## src/rtl/ide_pkg.sv

```systemverilog
// Shared types and default timing for the IDE PIO sequencer.
// Timing constants are in CLK7M cycles; the counter is wide enough for the IORDY wait limit.
package ide_pkg;

    typedef enum logic [2:0] {
        IDLE,
        SETUP,
        ACTIVE,
        WAIT_RDY,
        ACK,
        RECOVER,
        ROMACK
    } state_t;

    localparam int CNT_W             = 8;
    localparam int DEF_SETUP_CYC     = 1;
    localparam int DEF_ACTIVE_CYC    = 2;
    localparam int DEF_RECOVER_CYC   = 1;
    localparam int DEF_IORDY_TIMEOUT = 64;

endpackage

```

## src/rtl/sync2.sv

```systemverilog
// Two-flop synchroniser for an asynchronous active-low bus strobe.
// Both stages reset to 1 so a strobe never looks asserted straight out of reset.
module sync2 (
    input  logic CLK7M,
    input  logic RESET_n,
    input  logic d,
    output logic q
);

    logic meta;

    // capture the pin, then re-time it once more before anyone uses it
    always_ff @(posedge CLK7M) begin
        // NOTE: non-blocking assignments so both stages sample the old value on the same edge.
        if (!RESET_n) begin
            meta <= 1'b1;
            q    <= 1'b1;
        end else begin
            meta <= d;
            q    <= meta;
        end
    end

endmodule

```

## src/rtl/ide_pio_sequencer.sv

```systemverilog
// ATA PIO cycle sequencer between Zorro II decode and the IDE interface.
// Times CS setup, IOR_n/IOW_n strobe, optional IORDY wait, recovery and the DTACK request,
// and answers boot ROM window accesses. All outputs are registered from the next state.
// Build option: define IDE_IORDY_EN to add the IORDY wait state and its timeout pulse.
module ide_pio_sequencer
    import ide_pkg::*;
#(
    parameter int SETUP_CYC     = DEF_SETUP_CYC,
    parameter int ACTIVE_CYC    = DEF_ACTIVE_CYC,
    parameter int RECOVER_CYC   = DEF_RECOVER_CYC,
    parameter int IORDY_TIMEOUT = DEF_IORDY_TIMEOUT
) (
    input  logic        CLK7M,
    input  logic        RESET_n,
    input  logic        AS_n,
    input  logic        UDS_n,
    input  logic        LDS_n,
    input  logic        RW,
    input  logic [16:12] ADDR,
    input  logic        ide_access,
    input  logic        ide_enable,
    input  logic        IORDY,
    output logic        IOR_n,
    output logic        IOW_n,
    output logic        IDECS1_n,
    output logic        IDECS2_n,
    output logic        IDE_ROMEN,
    output logic        AS_n_S4,
    output logic        DTACK,
    output logic        timeout
);

    localparam logic [CNT_W-1:0] SETUP_LD   = CNT_W'(SETUP_CYC - 1);
    localparam logic [CNT_W-1:0] ACTIVE_LD  = CNT_W'(ACTIVE_CYC - 1);
    localparam logic [CNT_W-1:0] RECOVER_LD = CNT_W'(RECOVER_CYC - 1);

    state_t           state, state_d;
    logic [CNT_W-1:0] cnt, cnt_d;
    logic             cs2_sel, cs2_sel_d;
    logic             rd_sel, rd_sel_d;
    logic             uds_s, lds_s, ds_s, as_s, start;
    logic             cs_act, stb_act;
    logic             ior_d, iow_d, cs1_d, cs2_d, romen_d, dtack_d, timeout_d;

    sync2 u_sync_as  (.CLK7M(CLK7M), .RESET_n(RESET_n), .d(AS_n),  .q(AS_n_S4));
    sync2 u_sync_uds (.CLK7M(CLK7M), .RESET_n(RESET_n), .d(UDS_n), .q(uds_s));
    sync2 u_sync_lds (.CLK7M(CLK7M), .RESET_n(RESET_n), .d(LDS_n), .q(lds_s));

    assign as_s  = AS_n_S4;
    assign ds_s  = !(uds_s & lds_s);
    assign start = ide_access & ide_enable & !as_s & ds_s;

    // address bits between the window select and the CS select are decoded upstream
    logic unused_addr;
    assign unused_addr = ^ADDR[15:13];

`ifdef IDE_IORDY_EN
    localparam logic [CNT_W-1:0] TIMEOUT_LD = CNT_W'(IORDY_TIMEOUT - 1);

    logic iordy_s;

    // single retiming flop on IORDY from the drive
    always_ff @(posedge CLK7M) begin
        if (!RESET_n) iordy_s <= 1'b0;
        else          iordy_s <= IORDY;
    end
`else
    // IORDY and its wait limit have no function without the IORDY gate
    logic unused_iordy;
    assign unused_iordy = IORDY | (IORDY_TIMEOUT == 0);
`endif

    // next state, counter, cycle attributes, and the output values for the next cycle
    always_comb begin
        // NOTE: every signal gets a default first so no path leaves one unassigned (no latches).
        state_d   = state;
        cnt_d     = cnt;
        cs2_sel_d = cs2_sel;
        rd_sel_d  = rd_sel;
        timeout_d = 1'b0;

        case (state)
            IDLE: begin
                if (start) begin
                    cs2_sel_d = ADDR[12];
                    rd_sel_d  = RW;
                    if (ADDR[16]) begin
                        state_d = SETUP;
                        cnt_d   = SETUP_LD;
                    end else begin
                        state_d = ROMACK;
                    end
                end
            end
            SETUP: begin
                if (as_s) begin
                    state_d = RECOVER;
                    cnt_d   = RECOVER_LD;
                end else if (cnt == '0) begin
                    state_d = ACTIVE;
                    cnt_d   = ACTIVE_LD;
                end else begin
                    cnt_d = cnt - 1'b1;
                end
            end
            ACTIVE: begin
                if (as_s) begin
                    state_d = RECOVER;
                    cnt_d   = RECOVER_LD;
                end else if (cnt == '0) begin
`ifdef IDE_IORDY_EN
                    if (iordy_s) begin
                        state_d = ACK;
                    end else begin
                        state_d = WAIT_RDY;
                        cnt_d   = '0;
                    end
`else
                    state_d = ACK;
`endif
                end else begin
                    cnt_d = cnt - 1'b1;
                end
            end
`ifdef IDE_IORDY_EN
            WAIT_RDY: begin
                if (as_s) begin
                    state_d = RECOVER;
                    cnt_d   = RECOVER_LD;
                end else if (iordy_s) begin
                    state_d = ACK;
                end else if (cnt == TIMEOUT_LD) begin
                    state_d   = ACK;
                    timeout_d = 1'b1;
                end else begin
                    cnt_d = cnt + 1'b1;
                end
            end
`endif
            ACK: begin
                if (as_s) begin
                    state_d = RECOVER;
                    cnt_d   = RECOVER_LD;
                end
            end
            RECOVER: begin
                if (cnt == '0) state_d = IDLE;
                else           cnt_d   = cnt - 1'b1;
            end
            ROMACK: begin
                if (as_s) state_d = IDLE;
            end
            default: begin
                state_d = IDLE;
                cnt_d   = '0;
            end
        endcase

        // CS spans setup through recovery; the strobe is held through ACK so read data stays valid
        cs_act  = state_d inside {SETUP, ACTIVE, WAIT_RDY, ACK, RECOVER};
        stb_act = state_d inside {ACTIVE, WAIT_RDY, ACK};
        cs1_d   = !(cs_act && !cs2_sel_d);
        cs2_d   = !(cs_act && cs2_sel_d);
        ior_d   = !(stb_act && rd_sel_d);
        iow_d   = !(stb_act && !rd_sel_d);
        romen_d = (state_d == ROMACK) && RW;
        dtack_d = (state_d == ACK) || (state_d == ROMACK && state == ROMACK);
    end

    // state, counter and registered outputs; reset drops every strobe at once
    always_ff @(posedge CLK7M) begin
        if (!RESET_n) begin
            state     <= IDLE;
            cnt       <= '0;
            cs2_sel   <= 1'b0;
            rd_sel    <= 1'b0;
            IOR_n     <= 1'b1;
            IOW_n     <= 1'b1;
            IDECS1_n  <= 1'b1;
            IDECS2_n  <= 1'b1;
            IDE_ROMEN <= 1'b0;
            DTACK     <= 1'b0;
            timeout   <= 1'b0;
        end else begin
            state     <= state_d;
            cnt       <= cnt_d;
            cs2_sel   <= cs2_sel_d;
            rd_sel    <= rd_sel_d;
            IOR_n     <= ior_d;
            IOW_n     <= iow_d;
            IDECS1_n  <= cs1_d;
            IDECS2_n  <= cs2_d;
            IDE_ROMEN <= romen_d;
            DTACK     <= dtack_d;
            timeout   <= timeout_d;
        end
    end

endmodule

```

## config.mk

```make
export PLATFORM = sky130hd
export DESIGN_NAME = ide_pio_sequencer
export DESIGN_NICKNAME = d
export VERILOG_FILES = /design/src/rtl/ide_pkg.sv /design/src/rtl/sync2.sv /design/src/rtl/ide_pio_sequencer.sv
export SDC_FILE = /design/constraint.sdc
export NUM_CORES = 1
export LEC_CHECK = 0
export ABC_AREA = 1
export ABC_CLOCK_PERIOD_IN_PS = 2100
export CAP_MARGIN = 30
export CORE_MARGIN = 1
export CORE_UTILIZATION = 51
export CTS_BUF_LIST = sky130_fd_sc_hd__clkbuf_16
export DETAILED_ROUTE_END_ITERATION = 12
export GPL_TIMING_DRIVEN = 0
export PLACE_DENSITY = 0.87
export SLEW_MARGIN = 20
export SYNTH_ARGS = -nofsm -noshare
export SYNTH_HDL_FRONTEND = slang
export SYNTH_HIERARCHICAL = 1
export SYNTH_SLANG_ARGS = --single-unit
```

## constraint.sdc

```tcl
create_clock -name CLK7M -period 2.1 [get_ports CLK7M]
set_clock_uncertainty 0.2 [all_clocks]
set_input_delay 0.42 -clock CLK7M [delete_from_list [all_inputs] [get_ports CLK7M]]
set_output_delay 0.42 -clock CLK7M [all_outputs]
set_load 0.01 [all_outputs]
```

## After elaboration in Yosys (flattened, before gate mapping)

Cells that the tools add are included.

- Bits of input ports: 14
- Bits in registers: 25
- Output and inout port bits: 8
- Logic and storage cells: 78

- Eq/ne operators: 14
- Add/subtract/negate cells: 1
- Reductions and logical operators: 20
- Bitwise logic cells: 5
- Mux-type cells: 22

Operators with widths:

| operator | number |
|---|---|
| two-way mux 8 bit | 7 |
| one-hot mux 8 bit (6 select lines) | 1 |
| two-way mux 3 bit | 9 |
| equality test 3 bit (second input constant) | 6 |
| one-hot mux 3 bit (6 select lines) | 1 |
| equality test 3 x 2 -> 1 bit (second input constant) | 3 |
| logical NOT 1 bit | 8 |
| logical NOT 8 bit | 1 |
| subtractor 8 x 1 -> 8 bit (second input constant) | 1 |
| equality test 3 x 1 -> 1 bit (second input constant) | 2 |
| logical AND 1 bit | 6 |
| nonzero test 5 bit | 1 |
| AND 1 bit | 4 |
| two-way mux 1 bit | 4 |
| != test 2 bit (second input constant) | 2 |
| AND reduction 4 bit | 1 |
| logical NOT 3 bit | 1 |
| nonzero test 3 bit | 1 |
| != test 2 x 1 -> 1 bit (second input constant) | 1 |
| logical OR 1 bit | 1 |
| inverter 1 bit | 1 |

## Logic depth before layout (Yosys ltp)

Gate-level depths: netlist of the first run.

- Depth in word-level cells: 9
- Mapped depth: 12
- Gate-level depth less buffers: 12

## Hierarchy

Netlist of the first run, hierarchy kept.

By module, submodules not included:

| module | area an instance (um2) | seq. area each (um2) | cells an instance | instances |
|---|---|---|---|---|
| ide_pio_sequencer | 1119.8 | 380.4 | 166 | 1 |
| sync2 | 55.1 | 40.0 | 6 | 3 |

## Worst setup path before layout of the first run

No wires, ideal clock.

- Path type: reg2reg
- From: reg cnt[0]
- To: reg IOR_n
- Data arrival time: 1343 ps
- Period minus slack after synthesis: 1658 ps
- Setup slack: 442 ps
- Required time: 1785 ps
- Cell stages (with the launch flop): 12
- Library setup time: 115 ps
- Cells stage by stage: dfxtp_1 inv_1 ha_1 nand2_1 nor2_4 nor2_1 nor2_1 nand3b_4 inv_2 o21ai_0 nand2_1 nand2_1

- Cells in the longest elaborated chain, start to end: 8
- Elaborated cells between the ends (all ways): 13
- Classes of those cells: eq/ne (3); mux (6); reduce/logical (4)

RTL lines:

| item | RTL line | RTL |
|---|---|---|
| start, declared | ide_pio_sequencer.sv:38 | `logic [CNT_W-1:0] cnt, cnt_d;` |
| start signal, assigned | ide_pio_sequencer.sv:186 | `cnt <= cnt_d;` |
| logical NOT 8 bit (*) | ide_pio_sequencer.sv:99, ide_pio_sequencer.sv:110, ide_pio_sequencer.sv:147 |  |
| two-way mux 3 bit, on equally long branches | ide_pio_sequencer.sv:110, ide_pio_sequencer.sv:99 |  |
| two-way mux 3 bit, on equally long branches | ide_pio_sequencer.sv:107, ide_pio_sequencer.sv:96 |  |
| one-hot mux 3 bit (6 select lines) (*) | ide_pio_sequencer.sv:82 | `case (state)` |
| equality test 3 x 2 -> 1 bit or equality test 3 bit (tied branches) | ide_pio_sequencer.sv:161 | `stb_act = state_d inside {ACTIVE, WAIT_RDY, ACK};` |
| nonzero test 3 bit (*) | ide_pio_sequencer.sv:161 |  |
| logical AND 1 bit (*) | ide_pio_sequencer.sv:164 | `ior_d = !(stb_act && rd_sel_d);` |
| logical NOT 1 bit (*) | ide_pio_sequencer.sv:164 |  |
| end signal, assigned | ide_pio_sequencer.sv:189 | `IOR_n <= ior_d;` |
| end, declared | ide_pio_sequencer.sv:23 | `output logic IOR_n,` |

Mark *: on every way between the ends. The rest lies on a longest branch, timed or not.
A chain may end at the register's enable or synchronous reset.

## Worst setup path in the final report of the first run

- From: reg u_sync_as.q
- To: out AS_n_S4

RTL lines:

| item | RTL line | RTL |
|---|---|---|
| start, declared | sync2.sv:7 | `output logic q` |
| start signal, assigned | sync2.sv:20 | `q <= meta;` |
| end, declared | ide_pio_sequencer.sv:28 | `output logic AS_n_S4,` |

No word-level cell between the ends.

==> flow_metrics.env, run 1 <==
export IMPL_h_tree_depth=1
export IMPL_max_freq_ghz=0.496
export IMPL_synthSimpleGateAreaFrac_pct=38.6
export IMPL_synth_commonest_cells="nand2_1 (46), inv_1 (30), dfxtp_1 (25), nor2_1 (19), o21ai_0 (9)"
export IMPL_crit_family="buffers and inverters"
export IMPL_synth_edf_count=0
export IMPL_portBuffers=16
export IMPL_p_leak_nw=0.795
export IMPL_grt_max_degree=15
export IMPL_dieArea_um2=2720
export IMPL_finalPower_mw=1.46
export IMPL_io_pins=22
export IMPL_dp_cells=228
export IMPL_yosysMostFrequentCell="nand2_1"
export IMPL_critPathArrivalTime_ns=1.40
export IMPL_track_usage_pct=23.3
export IMPL_dr_pass1_iters=4
export IMPL_drt_total_wl_um=2640
export IMPL_maxCapViolCount=0
export IMPL_hold_viol=0
export IMPL_netlist_area_um2=1280
export IMPL_synth_top_family_by_area="simple AND/OR/NAND/NOR gates"
export IMPL_grt_overflow_total=0
export IMPL_tns_ns=0
export IMPL_status="complete, no violations"
export IMPL_drt_wirelength_per_cell_um=11.4
export IMPL_max_stage_delay_ns=0.60
export IMPL_cts_max_path_buffers=2
export IMPL_cp_cell_sequence="clkdlybuf4s50_1"
export IMPL_drive_gt1_share_pct=15.2
export IMPL_peakVddDrop_mv=0.731
export IMPL_cts_root_buf="clkbuf_16"
export IMPL_period_share_pct=96.0
export IMPL_initial_core_util_pct=55.9
export IMPL_critPathLaunchType="flop"
export IMPL_ys_seq_area_share_pct=38.9
export IMPL_top_regs="cnt x8, state x3"
export IMPL_cts_sinks=25
export IMPL_yosys_mux_area_fraction_pct=0
export IMPL_synth_seq_cells=25
export IMPL_async_flop_share_pct=0
export IMPL_powerDensity_nw_per_um2=936
export IMPL_yosysTopAreaCell="dfxtp_1"
export IMPL_post_route_min_period_ns=2.02
export IMPL_fin_cells=232
export IMPL_setup_viol=0
export IMPL_postCtsSetupRepairBufs=0
export IMPL_end_kind="output port"
export IMPL_drc=0
export IMPL_syn_area_per_cell_um2=6.98
export IMPL_die_w_um=52.2
export IMPL_cts_tree="yes"
export IMPL_top_register="cnt"
export IMPL_avgViaCountPerCell=5.01
export IMPL_syn_inst=184
export IMPL_finalWeightedCongestion=0.840
export IMPL_cp_slowest_cell="clkdlybuf4s50_1"
export IMPL_critPathBufInv=1
export IMPL_rows=17
export IMPL_synth_compound_gate_area_share_pct=7.79
export IMPL_holdBufCountCts=0
export IMPL_numCtsBuffers=3
export IMPL_synth_ff_type="dfxtp_1"
export IMPL_area_delta_synth_final_pct=21.4
export IMPL_die_h_um=52.2
export IMPL_rsz0062_at_grt="no"
export IMPL_cp_data_required_time_ns=1.48
export IMPL_yosysWarnings=6
export IMPL_grt_pass1_wl_um=4530
export IMPL_dr_total_vias=1162
export IMPL_coreArea_um2=2300
export IMPL_synthTopCellsByArea="dfxtp_1 (39%), nand2_1 (13%), inv_1 (8.8%)"
export IMPL_grt_pass1_vias=1114
export IMPL_synth_xor_area_share_pct=1.36
export IMPL_clkTransAtPathRegs_ns=0.06
export IMPL_layout_nets=221
export IMPL_largest_reg_flops=8
export IMPL_antenna_left=0
export IMPL_drt_iter0_drc=22
export IMPL_grt_antenna_before_repair=0
export IMPL_yosysTopAreaCellShare_pct=38.9
export IMPL_path_class="reg -> out"
export IMPL_antennaDiodeCount=0
export IMPL_cts_resized_gates=0
export IMPL_synthAdderAreaFrac_pct=1.95
export IMPL_yosys_cell_types_count=26
export IMPL_hpwlAfterDp_um=1930
export IMPL_synth_fp_nets=200
export IMPL_cp_max_fo=8
export IMPL_clk_latency_ns=0.26
export IMPL_hold_path_class="reg -> reg"
export IMPL_slew_viol_final=0
[cell families after synthesis]
logic type                 Yosys count
AOI/OAI and AO/OA                   18
adders and majority gates            2
xor gates and xnor gates             2
buffers and inverters               37
DFF                                 25
and+or+nand+nor                     99
other                                1
[area by class of cell]
type | instances | area (um^2)
sequential | 25 | 500
inverter | 36 | 135
timing repair buffer | 16 | 160
multi-input combinational | 122 | 642
tap | 28 | 35.0
buffer | 1 | 7.51
clock buffer | 3 | 75.1
fill | 193 | 737
clock inverter | 1 | 5.00
[layer usage]
metal | part of all wire (%) | GRT usage (%) | up-vias
li1 | - | - | 604
met2 | 49 | 39.5 | 30
met5 | 0 | 0 | -
met1 | 44 | 26.6 | 521
met4 | 3.1 | 14.9 | 0
met3 | 3.9 | 4.35 | 7
[stage by stage]
step | instance area (um^2) | util, % | worst slack (ns) | hold WS, ns
after global placement | 1480 | 64.4 | 0.0175 | 0.183
after CTS | 1560 | 67.9 | 0.0728 | 0.210
after global routing | 1560 | 67.9 | 0.0368 | 0.219
after detailed placement | 1480 | 64.4 | -0.0142 | 0.194
final | 1560 | 67.9 | 0.0843 | 0.205
after floorplan | 1280 | - | 0.442 | 0.180
[final timing paths]
path              cells past startpoint  slack [ns]           to           start
hold / removal                        2        0.21  u_sync_as/q  u_sync_as/meta
hold reg to reg                       2        0.21  u_sync_as/q  u_sync_as/meta
setup reg to reg                     11        0.22     IDECS1_n          cnt[0]
setup / recovery                      1        0.08      AS_n_S4     u_sync_as/q
[cells in the final DEF, fill, tap and decap left out, drive strengths merged]
cell / count
dfxtp: 25
clkdlybuf4s50: 16
nor3b: 1
nand2: 53
ha: 2
nand3: 9
buf: 1
clkbuf: 3
o21ai: 10
nor3: 8
nand3b: 1
nor2: 26
conb: 1
o211ai: 1
clkinv: 2
inv: 35
a21oi: 7
or2: 1
xor2: 2
[report_power, final]
part	total, mW	internal, mW	switching, mW
clock network	0.425	0.257	0.168
registers	0.558	0.523	0.0354
logic	0.477	0.175	0.302
total	1.46	0.955	0.506
No activity file was read; power rests on OpenSTA's default activity.
==> run 2, diff against run 1 <==
--- a/config.mk
+++ b/config.mk
@@ -19,3 +19,4 @@
 export SYNTH_HDL_FRONTEND = slang
 export SYNTH_HIERARCHICAL = 1
 export SYNTH_SLANG_ARGS = --single-unit
+export TNS_END_PERCENT = 50
==> results of run 2 <==
Same layout as run 1: the final DEF is identical, and so are final timing and power.
